--- src/rtl/quickq_arbiter_pkg.sv ---
// Shared types for the quick-queue arbiter: FSM state and queue operation encodings.
package quickq_arbiter_pkg;

  typedef enum logic [1:0] {
    StIdle,
    StIssue,
    StWait,
    StResp
  } arb_state_e;

  typedef enum logic {
    QqEnq = 1'b0,
    QqDeq = 1'b1
  } qq_op_e;

endpackage

--- src/rtl/quickq_arbiter_rr.sv ---
// Rotating-priority picker: first requester at or after the pointer wins; pointer moves
// past the winner whenever en_i accepts the grant.
module quickq_arbiter_rr
  import quickq_arbiter_pkg::*;
#(
  parameter int unsigned N   = 4,
  parameter int unsigned IdW = (N > 1) ? $clog2(N) : 1
) (
  input  logic           clk_i,
  input  logic           rst_ni,
  input  logic [N-1:0]   req_i,
  input  logic           en_i,
  output logic           valid_o,
  output logic [N-1:0]   gnt_o,
  output logic [IdW-1:0] idx_o
);

  logic [IdW-1:0] ptr_q, ptr_d;
  logic [IdW:0]   sum;
  logic [IdW-1:0] cand;

  // Walk from farthest to nearest so the candidate closest to the pointer wins last.
  always_comb begin
    valid_o = 1'b0;
    idx_o   = '0;
    sum     = '0;
    cand    = '0;
    for (int k = N - 1; k >= 0; k--) begin
      sum = {1'b0, ptr_q} + (IdW + 1)'(k);
      if (sum >= (IdW + 1)'(N)) begin
        sum = sum - (IdW + 1)'(N);
      end
      cand = sum[IdW-1:0];
      if (req_i[cand]) begin
        valid_o = 1'b1;
        idx_o   = cand;
      end
    end
    gnt_o = '0;
    if (valid_o) begin
      gnt_o[idx_o] = 1'b1;
    end
    ptr_d = (idx_o == IdW'(N - 1)) ? '0 : idx_o + 1'b1;
  end

  always_ff @(posedge clk_i or negedge rst_ni) begin
    if (!rst_ni) begin
      ptr_q <= '0;
    end else if (en_i && valid_o) begin
      ptr_q <= ptr_d;
    end
  end

endmodule

--- src/rtl/quickq_arbiter.sv ---
// Round-robin front end sharing one quick-queue between N requesters, one op in flight.
// Optional per-requester grant statistics are enabled with QQ_ARB_STATS_EN.
module quickq_arbiter
  import quickq_arbiter_pkg::*;
#(
  parameter int unsigned N      = 4,
  parameter int unsigned W      = 32,
  parameter int unsigned D      = 4,
  parameter int unsigned OP_LAT = 3,
  localparam int unsigned IdW   = (N > 1) ? $clog2(N) : 1
) (
  input  logic           clk_i,
  input  logic           rst_ni,
`ifdef QQ_ARB_STATS_EN
  output logic [N*16-1:0] grant_cnt_o,
`endif
  input  logic [N-1:0]   req_valid_i,
  input  logic [N-1:0]   req_op_i,
  input  logic [N*W-1:0] req_lt_i,
  input  logic [N*W-1:0] req_rt_i,
  output logic [N-1:0]   req_ready_o,
  output logic           resp_valid_o,
  input  logic           resp_ready_i,
  output logic [IdW-1:0] resp_id_o,
  output logic           resp_err_o,
  output logic [W-1:0]   resp_lt_o,
  output logic [W-1:0]   resp_rt_o,
  output logic           qq_enq_o,
  output logic           qq_deq_o,
  output logic [W-1:0]   qq_lt_o,
  output logic [W-1:0]   qq_rt_o,
  output logic [31:0]    qq_size_o,
  input  logic [W-1:0]   qq_lt_i,
  input  logic [W-1:0]   qq_rt_i
);

  localparam int unsigned OccW = $clog2(D + 1);
  localparam int unsigned CntW = (OP_LAT > 1) ? $clog2(OP_LAT) : 1;

  arb_state_e     state_q, state_d;
  logic [OccW-1:0] occ_q, occ_d;
  logic [CntW-1:0] cnt_q, cnt_d;
  qq_op_e         op_q, op_d;
  logic [IdW-1:0] id_q, id_d;
  logic [W-1:0]   lt_q, lt_d, rt_q, rt_d;
  logic           err_q, err_d;
  logic [W-1:0]   resp_lt_q, resp_lt_d, resp_rt_q, resp_rt_d;

  logic           arb_valid, grant_en;
  logic [N-1:0]   arb_gnt;
  logic [IdW-1:0] arb_idx;
  logic [W-1:0]   sel_lt, sel_rt;
  logic           sel_op;

  quickq_arbiter_rr #(
    .N   (N),
    .IdW (IdW)
  ) u_rr (
    .clk_i   (clk_i),
    .rst_ni  (rst_ni),
    .req_i   (req_valid_i),
    .en_i    (grant_en),
    .valid_o (arb_valid),
    .gnt_o   (arb_gnt),
    .idx_o   (arb_idx)
  );

  always_comb begin
    sel_lt = '0;
    sel_rt = '0;
    sel_op = 1'b0;
    for (int unsigned k = 0; k < N; k++) begin
      if (arb_idx == IdW'(k)) begin
        sel_lt = req_lt_i[k*W +: W];
        sel_rt = req_rt_i[k*W +: W];
        sel_op = req_op_i[k];
      end
    end
  end

  always_comb begin
    state_d   = state_q;
    occ_d     = occ_q;
    cnt_d     = cnt_q;
    op_d      = op_q;
    id_d      = id_q;
    lt_d      = lt_q;
    rt_d      = rt_q;
    err_d     = err_q;
    resp_lt_d = resp_lt_q;
    resp_rt_d = resp_rt_q;
    grant_en  = 1'b0;
    qq_enq_o  = 1'b0;
    qq_deq_o  = 1'b0;

    unique case (state_q)
      StIdle: begin
        if (arb_valid) begin
          grant_en = 1'b1;
          op_d     = qq_op_e'(sel_op);
          id_d     = arb_idx;
          lt_d     = sel_lt;
          rt_d     = sel_rt;
          // Rejected ops never reach the queue; answer straight from here.
          if ((qq_op_e'(sel_op) == QqEnq && occ_q == OccW'(D)) ||
              (qq_op_e'(sel_op) == QqDeq && occ_q == '0)) begin
            err_d     = 1'b1;
            resp_lt_d = '0;
            resp_rt_d = '0;
            state_d   = StResp;
          end else begin
            err_d   = 1'b0;
            state_d = StIssue;
          end
        end
      end
      StIssue: begin
        if (op_q == QqEnq) begin
          qq_enq_o = 1'b1;
          occ_d    = occ_q + 1'b1;
        end else begin
          qq_deq_o = 1'b1;
          occ_d    = occ_q - 1'b1;
        end
        cnt_d   = CntW'(OP_LAT - 1);
        state_d = StWait;
      end
      StWait: begin
        if (cnt_q == '0) begin
          resp_lt_d = qq_lt_i;
          resp_rt_d = qq_rt_i;
          state_d   = StResp;
        end else begin
          cnt_d = cnt_q - 1'b1;
        end
      end
      StResp: begin
        if (resp_ready_i) begin
          state_d = StIdle;
        end
      end
      default: state_d = StIdle;
    endcase
  end

  always_ff @(posedge clk_i or negedge rst_ni) begin
    if (!rst_ni) begin
      state_q   <= StIdle;
      occ_q     <= '0;
      cnt_q     <= '0;
      op_q      <= QqEnq;
      id_q      <= '0;
      lt_q      <= '0;
      rt_q      <= '0;
      err_q     <= 1'b0;
      resp_lt_q <= '0;
      resp_rt_q <= '0;
    end else begin
      state_q   <= state_d;
      occ_q     <= occ_d;
      cnt_q     <= cnt_d;
      op_q      <= op_d;
      id_q      <= id_d;
      lt_q      <= lt_d;
      rt_q      <= rt_d;
      err_q     <= err_d;
      resp_lt_q <= resp_lt_d;
      resp_rt_q <= resp_rt_d;
    end
  end

  always_comb begin
    req_ready_o  = (state_q == StIdle) ? arb_gnt : '0;
    resp_valid_o = (state_q == StResp);
    resp_id_o    = id_q;
    resp_err_o   = err_q;
    resp_lt_o    = resp_lt_q;
    resp_rt_o    = resp_rt_q;
    qq_lt_o      = (state_q == StIssue || state_q == StWait) ? lt_q : '0;
    qq_rt_o      = (state_q == StIssue || state_q == StWait) ? rt_q : '0;
    qq_size_o    = 32'(occ_q);
  end

`ifdef QQ_ARB_STATS_EN
  for (genvar i = 0; i < N; i++) begin : g_stats
    logic [15:0] cnt_q;
    always_ff @(posedge clk_i or negedge rst_ni) begin
      if (!rst_ni) begin
        cnt_q <= '0;
      end else if (req_ready_o[i] && cnt_q != 16'hFFFF) begin
        cnt_q <= cnt_q + 16'd1;
      end
    end
    assign grant_cnt_o[i*16 +: 16] = cnt_q;
  end
`endif

endmodule
--- config.mk ---
export PLATFORM = sky130hd
export DESIGN_NAME = quickq_arbiter
export DESIGN_NICKNAME = d
export VERILOG_FILES = /design/src/rtl/quickq_arbiter_pkg.sv /design/src/rtl/quickq_arbiter_rr.sv /design/src/rtl/quickq_arbiter.sv
export SDC_FILE = /design/constraint.sdc
export NUM_CORES = 1
export LEC_CHECK = 0
export BUFFER_PORTS_ARGS = -buffer_cell sky130_fd_sc_hd__buf_4
export CELL_PAD_IN_SITES_DETAIL_PLACEMENT = 1
export CELL_PAD_IN_SITES_GLOBAL_PLACEMENT = 1
export CORE_AREA = 2 2 193 195
export CTS_BUF_LIST = sky130_fd_sc_hd__clkbuf_4 sky130_fd_sc_hd__clkbuf_8 sky130_fd_sc_hd__clkbuf_16
export CTS_CLUSTER_DIAMETER = 100
export DETAILED_ROUTE_END_ITERATION = 8
export DIE_AREA = 0 0 195 197
export HOLD_SLACK_MARGIN = 0.08
export PLACE_DENSITY = 0.69
export REMOVE_ABC_BUFFERS = 1
export SYNTH_ARGS = -nofsm -noshare
export SYNTH_HDL_FRONTEND = slang
export SYNTH_SLANG_ARGS = --single-unit
export TNS_END_PERCENT = 20
--- constraint.sdc ---
create_clock -name clk_i -period 2.75 [get_ports clk_i]
set_input_delay 0.55 -clock clk_i [delete_from_list [all_inputs] [get_ports clk_i]]
set_output_delay 0.55 -clock clk_i [all_outputs]
set_load 0.01 [all_outputs]
* Word-level counts from Yosys, hierarchy flattened
Cells that the tools add are included.
Operators by class: add/subtract/negate cells 11, order comparisons 10, eq/ne operators 12, multiplexer cells 60, bitwise operators 1, reductions and logical operators 16
Operators by type and width (count):
- 32-bit 2-to-1 mux | 14
- 32-bit one-hot mux with 2 select lines | 2
- 2-bit 2-to-1 mux | 14
- 1-bit 2-to-1 mux | 20
- 2-bit by 3-bit < comparator with 1-bit output, second input constant | 5
- 2-bit by 1-bit subtractor with 2-bit output, second input constant | 5
- 3-bit greater-or-equal comparator, second input constant | 3
- 1-bit binary-select mux with 2-bit select | 4
- 2-bit equality test, second input constant | 4
- 4-bit 2-to-1 mux | 2
- 2-bit one-hot mux with 4 select lines | 1
- 2-bit by 2-bit adder with 3-bit output, second input constant | 2
- 2-bit logical NOT | 3
- 2-bit inequality test, second input constant | 3
- 2-bit by 1-bit equality test with 1-bit output, second input constant | 2
- 1-bit logical AND | 4
- 2-bit by 1-bit inequality test with 1-bit output, second input constant | 2
- 2-bit one-hot mux with 2 select lines | 1
- 2-bit AND reduction | 2
- 4-bit AND reduction | 1
- 2-bit nonzero test | 2
- 2-bit by 1-bit adder with 3-bit output, second input constant | 1
- 3-bit by 1-bit adder with 3-bit output, second input constant | 1
- 3-bit equality test, second input constant | 1
- other kinds (10) | 11
Storage, ports and cells: register bits after elaboration 141, output and inout port bits 170

* Logic depth before layout (Yosys ltp)
Gate-level depths: netlist (run 1).
word-level depth 20, depth in mapped cells 14, gate-level depth less buffers 11

* By module
A second synthesis (run 1) with hierarchy kept.
Unflattened totals: cell total of the unflattened synthesis 690, area, all modules 8434.3 um^2
Modules (own cells, without submodules):
- quickq_arbiter | times used 1, cells each 660, area an instance 8146.6 um^2, seq. area each 3478.3 um^2
- quickq_arbiter_rr | times used 1, cells each 30, area an instance 287.8 um^2, seq. area each 50.0 um^2

* Worst setup path before layout (run 1)
OpenSTA, ideal clock, no wires.
path kind input to output, start point input req_valid_i[0], end point output req_ready_o[3], arrival time 2397 ps, data required time 2200 ps, setup slack -197 ps, cell stages on the path 9, buffers on the path 3, cell sequence nor2b_1 a21oi_1 nor2_1 a211oi_1 ha_1 clkbuf_1 clkbuf_1 clkbuf_1 and2_1
On the way: longest elaborated chain between the ends 12
Ends and longest elaborated chain:
- start: declaration | line quickq_arbiter.sv:17 | input logic [N-1:0] req_valid_i,
- 1-bit binary-select mux with 2-bit select | line quickq_arbiter_rr.sv:34 | if (req_i[cand]) begin
- 1-bit 2-to-1 mux (implied by the code) | line quickq_arbiter_rr.sv:34
- 2-bit 2-to-1 mux (3 in a row) | line quickq_arbiter_rr.sv:34
- 2-bit 2-to-1 mux (*) | line quickq_arbiter_rr.sv:34
- via arb_idx[0] | line quickq_arbiter.sv:51 | logic [IdW-1:0] arb_idx;
- 2-bit by 3-bit < comparator with 1-bit output (implied by the code) or 2-bit by 1-bit greater-or-equal comparator with 1-bit output (tied branches) | line quickq_arbiter_rr.sv:41 | gnt_o[idx_o] = 1'b1;
- 1-bit logical AND (implied by the code) | line quickq_arbiter_rr.sv:41
- 1-bit 2-to-1 mux (implied by the code) | line quickq_arbiter_rr.sv:41
- 1-bit demux with 2-bit select (*)
- 4-bit 2-to-1 mux (*) | line quickq_arbiter_rr.sv:40 | if (valid_o) begin
- 4-bit 2-to-1 mux (*) | line quickq_arbiter.sv:173 | req_ready_o = (state_q == StIdle) ? arb_gnt : '0;
- end: declaration | line quickq_arbiter.sv:21 | output logic [N-1:0] req_ready_o,
The timed path passes the listed nets; every way through them passes the cells marked *. The select of a mux whose other input is x is not followed.

* Worst setup path after layout (run 1)
start point register u_rr.ptr_q[0], end point register resp_lt_q[20] (netlist: resp_lt_o[20])
On the way: longest elaborated chain between the ends 19
Ends and longest elaborated chain:
- start: declaration | line quickq_arbiter_rr.sv:18 | logic [IdW-1:0] ptr_q, ptr_d;
- start signal: assignment | line quickq_arbiter_rr.sv:50 | ptr_q <= ptr_d;
- 2-bit by 2-bit adder with 3-bit output | line quickq_arbiter_rr.sv:29 | sum = {1'b0, ptr_q} + (IdW + 1)'(k);
- 3-bit greater-or-equal comparator or 2-bit by 1-bit subtractor with 2-bit output (tied branches) | line quickq_arbiter_rr.sv:30, quickq_arbiter_rr.sv:31
- 2-bit 2-to-1 mux | line quickq_arbiter_rr.sv:30 | if (sum >= (IdW + 1)'(N)) begin
- 1-bit binary-select mux with 2-bit select | line quickq_arbiter_rr.sv:34
- 1-bit 2-to-1 mux (implied by the code) | line quickq_arbiter_rr.sv:34
- 2-bit 2-to-1 mux (3 in a row) | line quickq_arbiter_rr.sv:34
- 2-bit 2-to-1 mux (*) | line quickq_arbiter_rr.sv:34
- via arb_idx[0] | line quickq_arbiter.sv:51
- 2-bit logical NOT | line quickq_arbiter.sv:73 | if (arb_idx == IdW'(k)) begin
- 1-bit 2-to-1 mux (3 in a row) | line quickq_arbiter.sv:73
- 1-bit 2-to-1 mux (*) | line quickq_arbiter.sv:73
- 1-bit NOT | line quickq_arbiter.sv:105 | if ((qq_op_e'(sel_op) == QqEnq && occ_q == OccW'(D)) ||
- 1-bit logical AND | line quickq_arbiter.sv:105
- 1-bit logical OR (*) | line quickq_arbiter.sv:105
- 2-bit inequality test (no source line) (*)
- 4-bit AND reduction (no source line) (*)
- end signal: assignment | line quickq_arbiter.sv:167 | resp_lt_q <= resp_lt_d;
- end: declaration | line quickq_arbiter.sv:47 | logic [W-1:0] resp_lt_q, resp_lt_d, resp_rt_q, resp_rt_d;
Marked as above. A chain may end at the register's enable or synchronous reset.

==> impl_metrics.tcl, run 1 <==
set metrics [dict create \
    grt_pass1_wl_mm 55.7 \
    period_minus_slack_ps 2810 \
    vdd_ir_drop_max_uv 461 \
    clk_pin_slew_ps 70 \
    status "complete, but fails checks" \
    synth_top_cell_by_area "dfrtp_1" \
    final_hold_viol_count 0 \
    final_common_cell "buf_4" \
    tns_ps -935 \
    ys.warnings.count 0 \
    p_sw_share_pct 41.5 \
    p_per_area_nw_per_um2 1150 \
    seq_area_frac_synth_pct 39.7 \
    cp.required_ps 3090 \
    ys_ff_latch 141 \
    crit_family "buffers and inverters" \
    switchingPower_uw 6770 \
    path_cells "nor2b_2 > a21oi_1 > nor2_1 > a211oi_2 > buf_4 > buf_6 > ha_4 > nand3b_4 > a221oi_4 > o211ai_1 > buf_4 > a31oi_4 > buf_12 > buf_12 > buf_12 > mux2i_2" \
    cts_tree "yes" \
    clkLatencyLatePin_ps 420 \
    design_area_sq_um 14100 \
    drive_gt1_share_pct 38.7 \
    rows 70 \
    overflow 0 \
    synth_cell_type_count 42 \
    worst-path-buf-inv 6 \
    ioPinCount 501 \
    synth_edf_count 0 \
    p_comb_share_pct 64.7 \
    nets 1873 \
    clock_power_share_pct 14.5 \
    h-tree-depth 4 \
    dr.pass1.iters 4 \
    finalSetupViolations 52 \
    root_buffer "clkbuf_16" \
    track_usage_pct 18.6 \
    drc 0 \
    drv_slew 0 \
    end_kind "flip-flop" \
    synthArstFlopShare_pct 100 \
    critPathKind "reg2reg" \
    die_area_sq_um 38400 \
    finalWirelength_mm 36.8 \
    synthToLayoutAreaGrowth_pct 59.0 \
    drtAntennaViolNets 0 \
    dpl-instance-area_sq_um 13000 \
    post-dp-hpwl_mm 27.4 \
    io_buffers 471 \
    n_antenna_cell 0 \
    worstPathArrival_ps 3150 \
    die_y_um 197 \
    p_total_uw 16300 \
    mostFrequentLayoutCells "505 x buf_4, 199 x nand2_1, 141 x dfrtp_1" \
    critical-path-slowest-cell "dfrtp_1" \
    max_freq_mhz 356 \
    rsz0062_at_grt "yes" \
    antenna_found_initial 1 \
    violations "setup timing" \
    drtIter0Drc 204 \
    p_seq_share_pct 20.9 \
    fin_hold_ws_ps 384 \
    routed_via_density 4.62 \
    die_x_um 195 \
    relSlewSlack_pct 52.2 \
    syn-instance-count 1057 \
    skew_ps 8.43 \
    crit_path_start_kind "flip-flop" \
    place_inst 1955 \
    wl_per_cell_um 18.3 \
    p_int_uw 9550 \
    leakage_uw 0.00654 \
    cts.sinks 141 \
    worstHoldPathType "in2reg" \
    period_share_pct 102 \
    grt_max_degree 74 \
    ctsLongestPathBuffers 2 \
    layout_setup_ws_ps -60.8 \
    max_stage_delay_ps 410 \
    cts_made_buffers 17 \
    maxCapViolations 0 \
    grt_pass1_vias 9809 \
    synthFlopType "dfrtp_1" \
    gp_congestion 0.787 \
    start_util_pct 24.5 \
    core_sq_um 36300 \
    worst_pin_slew_ps 717 \
    synth.avg_cell_area_sq_um 8.41 \
    cp_max_fo 6 \
    synth_area_leaders "dfrtp_1 40%, nand2_1 8.4%, a21oi_1 7.5%" \
    num_vias 9292 \
    critPathMostFrequentCell "buf_12" \
    synth_top_area_share_pct 39.7 \
    fin_cells 2012 \
    fill_cells 4355 \
    syn-cell-area_sq_um 8890 \
]
synthesized netlist by cell type (6+ instances only):
master and n:
a21oi_1 134, and2_1 70, buf_1 7, buf_12 6, buf_2 7, buf_4 30, clkbuf_1 68, dfrtp_1 141
ha_1 10, inv_1 79, mux2i_1 64, nand2_1 200, nand3b_1 62, nor2_1 7, nor2b_1 8, o211ai_1 63
o21a_1 62
worst paths after layout:
path,start,to,slack (ps),cells after the start
worst max-delay path,u_rr.ptr_q[0],resp_lt_o[20],-60,16
worst min-delay path,qq_rt_i[20],resp_rt_o[20],380,3
worst max register to register,u_rr.ptr_q[0],resp_lt_o[20],-60,16
worst min register to register,rt_q[20],rt_q[20],480,1
max in group asynchronous,rst_ni,lt_q[15],1340,3
min in group asynchronous,rst_ni,resp_lt_o[13],650,2
tightest hold or removal path: cells and delay by family:
kind / cells / cell delay [ps]
multiplexers: 1 / 60
AND/OR/NAND/NOR: 1 / 50
buffers and inverters: 1 / 110
metrics by stage:
| stage | setup WS, ps | util [%] |
|---|---|---|
| 2_1_floorplan | -6900 | - |
| 3_3_place_gp | -229 | 35.9 |
| 3_5_place_dp | -371 | 35.9 |
| 4_1_cts | -43.7 | 38.6 |
| 5_1_grt | -186 | 39.0 |
| 6_report | -60.8 | 39.0 |
state kept, by name (all words and copies together) (netlist names):
signal and count:
lt_q 32, resp_lt_o 32, resp_rt_o 32, rt_q 32, occ_q 3, cnt_q 2
resp_id_o 2, state_q 2, u_rr.ptr_q 2, op_q 1, resp_err_o 1
power groups by stage:
stage	clock (uW)	combinational (uW)	sequential [uW]
after floorplan	0	4760	3420
after global placement	0	9480	3420
after detailed placement	0	9650	3450
after CTS	2450	10500	3410
after global routing	2540	11500	3520
final	2360	10600	3410
cell families after synthesis:
logic type      after synthesis  share of synthesized area (%)
simple gates                355                           20.1
compound gates              282                           19.9
buf+inv                     198                           10.9
flops                       141                           39.7
mux                          65                           7.33
fa+ha+maj                    11                           1.63
xor+xnor                      4                          0.394
other cells                   1                         0.0422
layer usage:
layer,GRT usage (%),up-vias,wire (um)
met2,33.5,334,18700
li1,-,4434,-
met5,0,-,0
met3,5.94,28,2900
met4,4.86,0,570
met1,21.3,4496,14600
cell type report:
type	count	area (sq um)	share of cell area, %
Multi-Input combinational cell	746	4620	32.7
Timing Repair Buffer	546	4510	31.9
Sequential cell	141	3530	25.0
Tap cell	468	586	4.14
Clock buffer	20	467	3.30
Inverter	79	300	2.12
Clock inverter	12	126	0.894
timing repair:
item | 4_1_cts | 5_1_grt
buffers inserted | 15 | 4
endpoints found under the hold margin | 3 | 0
pin swaps | 10 | 4
gates resized for setup | 25 | 21
setup endpoints to repair | 66 | 80
gates cloned | 4 | 1
hold buffers | 1 | 0
No activity file was read; power rests on OpenSTA's default activity.
==> run 2: changes to the inputs <==
- SETUP_SLACK_MARGIN: unset -> 0.4
==> impl_metrics.tcl, run 2 (synthesis results as in run 1) <==
set metrics [dict create \
    status "complete, but fails checks" \
    violations "setup timing" \
    worstPathArrival_ps 3160 \
    cts.sinks 141 \
    wl_per_cell_um 18.5 \
    final_hold_viol_count 0 \
    h-tree-depth 4 \
    die_x_um 195 \
    worstHoldPathType "in2reg" \
    final_common_cell "buf_4" \
    cp-startpoint "u_rr.ptr_q[0]" \
    cp.required_ps 3090 \
    gp_congestion 0.787 \
    critical-path-slowest-cell "dfrtp_1" \
    p_total_uw 17000 \
    r2r-start "u_rr.ptr_q[0]" \
    synthToLayoutAreaGrowth_pct 63.8 \
    cts_made_buffers 17 \
    layout_setup_ws_ps -67.5 \
    cp_max_fo 6 \
    drive_gt1_share_pct 43.8 \
    finalWirelength_mm 37.4 \
    met2_length_mm 19.1 \
    overflow 0 \
    maxCapViolations 0 \
    drv_slew 0 \
    routed_via_density 4.64 \
    rows 70 \
    fin_cells 2019 \
    track_usage_pct 18.9 \
    fill_cells 4300 \
    relSlewSlack_pct 52.4 \
    period_share_pct 102 \
    io_buffers 471 \
    crit_family "buffers and inverters" \
    start_util_pct 24.5 \
    core_sq_um 36300 \
    nets 1880 \
    die_y_um 197 \
    route.met3.wl_mm 3.21 \
    cts_tree "yes" \
    grt_pass1_wl_mm 56.4 \
    ctsLongestPathBuffers 2 \
    skew_ps 8.45 \
    mostFrequentLayoutCells "501 x buf_4, 195 x nand2_1, 141 x dfrtp_1" \
    drtIter0Drc 213 \
    fin_hold_ws_ps 380 \
    vdd_ir_drop_max_uv 535 \
    end_kind "flip-flop" \
    place_inst 1955 \
    dr.max_layer_used "met5" \
    antenna_found_initial 1 \
    clk_pin_slew_ps 70 \
    root_buffer "clkbuf_16" \
    p_per_area_nw_per_um2 1160 \
    critPathMostFrequentCell "buf_12" \
    leakage_uw 0.00663 \
    clkLatencyLatePin_ps 420 \
    worst-path-buf-inv 6 \
    rsz0062_at_grt "yes" \
    max_stage_delay_ps 410 \
    critPathKind "reg2reg" \
    finalSetupViolations 62 \
    ioPinCount 501 \
    max_freq_mhz 355 \
    grt_max_degree 74 \
    num_vias 9367 \
    drc 0 \
    grt_pass1_vias 9889 \
    post-dp-hpwl_mm 27.4 \
    period_minus_slack_ps 2820 \
    dr.pass1.iters 4 \
    drtAntennaViolNets 0 \
    path_cells "nor2b_2 > a21oi_1 > nor2_1 > a211oi_2 > buf_4 > buf_6 > ha_4 > nand3b_4 > a221oi_4 > o211ai_1 > buf_4 > a31oi_4 > buf_12 > buf_12 > buf_12 > mux2i_2" \
    worst_pin_slew_ps 714 \
    hold_start "qq_rt_i[20]" \
    die_area_sq_um 38400 \
    crit_path_start_kind "flip-flop" \
    n_antenna_cell 0 \
    wl_met1_mm 14.6 \
]
run 2: cell types whose count changed in the layout (fill, tap and decap cells not counted), sizes merged:
cell | previous run | this run
bufbuf | 3 | 0
buf | 541 | 551
run 2: per-layer routing:
metal / global-route usage (%) / up-vias
met4: 4.98 / 2
met5: 0 / -
li1: - / 4444
met3: 6.04 / 30
met2: 33.9 / 353
met1: 21.6 / 4538
run 2: worst paths after layout:
kind	to	slack, ps	depth (start not counted)
worst max-delay path	resp_lt_o[20]	-70	16
worst min-delay path	resp_rt_o[20]	380	3
worst max register to register	resp_lt_o[20]	-70	16
worst min register to register	rt_q[20]	480	1
max in group asynchronous	lt_q[15]	1340	3
min in group asynchronous	resp_lt_o[13]	660	2
run 2: cell type report:
class                   instances  area [sq um]  share of cell area, %
repair buffers                553          4640                   31.8
clock buffers                  20           467                   3.20
multi-input cells             746          4920                   33.8
clock inverters                12           126                  0.868
well taps                     468           586                   4.02
inverters                      79           300                   2.06
flip-flops and latches        141          3530                   24.2
run 2: power by group:
part | switching, uW | leakage, uW | internal [uW]
clock | 1020 | 0.000281 | 1350
sequential | 472 | 0.00175 | 2940
combinational | 5550 | 0.00459 | 5620
total | 7040 | 0.00663 | 9910
run 2: timing repair:
item,4_1_cts,5_1_grt
hold buffers,1,0
cloned,4,1
endpoints found under the hold margin,3,0
setup endpoints to repair,199,199
pin swaps,99,97
gates resized for setup,86,66
setup buffers,19,7
run 2: worst min-delay path, delay by kind of cell:
family                 cells  cell delay [ps]
buffers and inverters      1              110
muxes                      1               60
and+or+nand+nor            1               50
run 2: stage by stage:
step	utilization, %	cell area, sq um	TNS, ps	worst slack, ps
floorplan	-	8320	-648510	-6900
finish	40.2	14600	-1770	-67.5
global placement	35.9	13000	-14320	-229
global route	40.2	14600	-9050	-175
CTS	39.2	14200	-194	-21.2
detailed placement	35.9	13000	-22670	-371
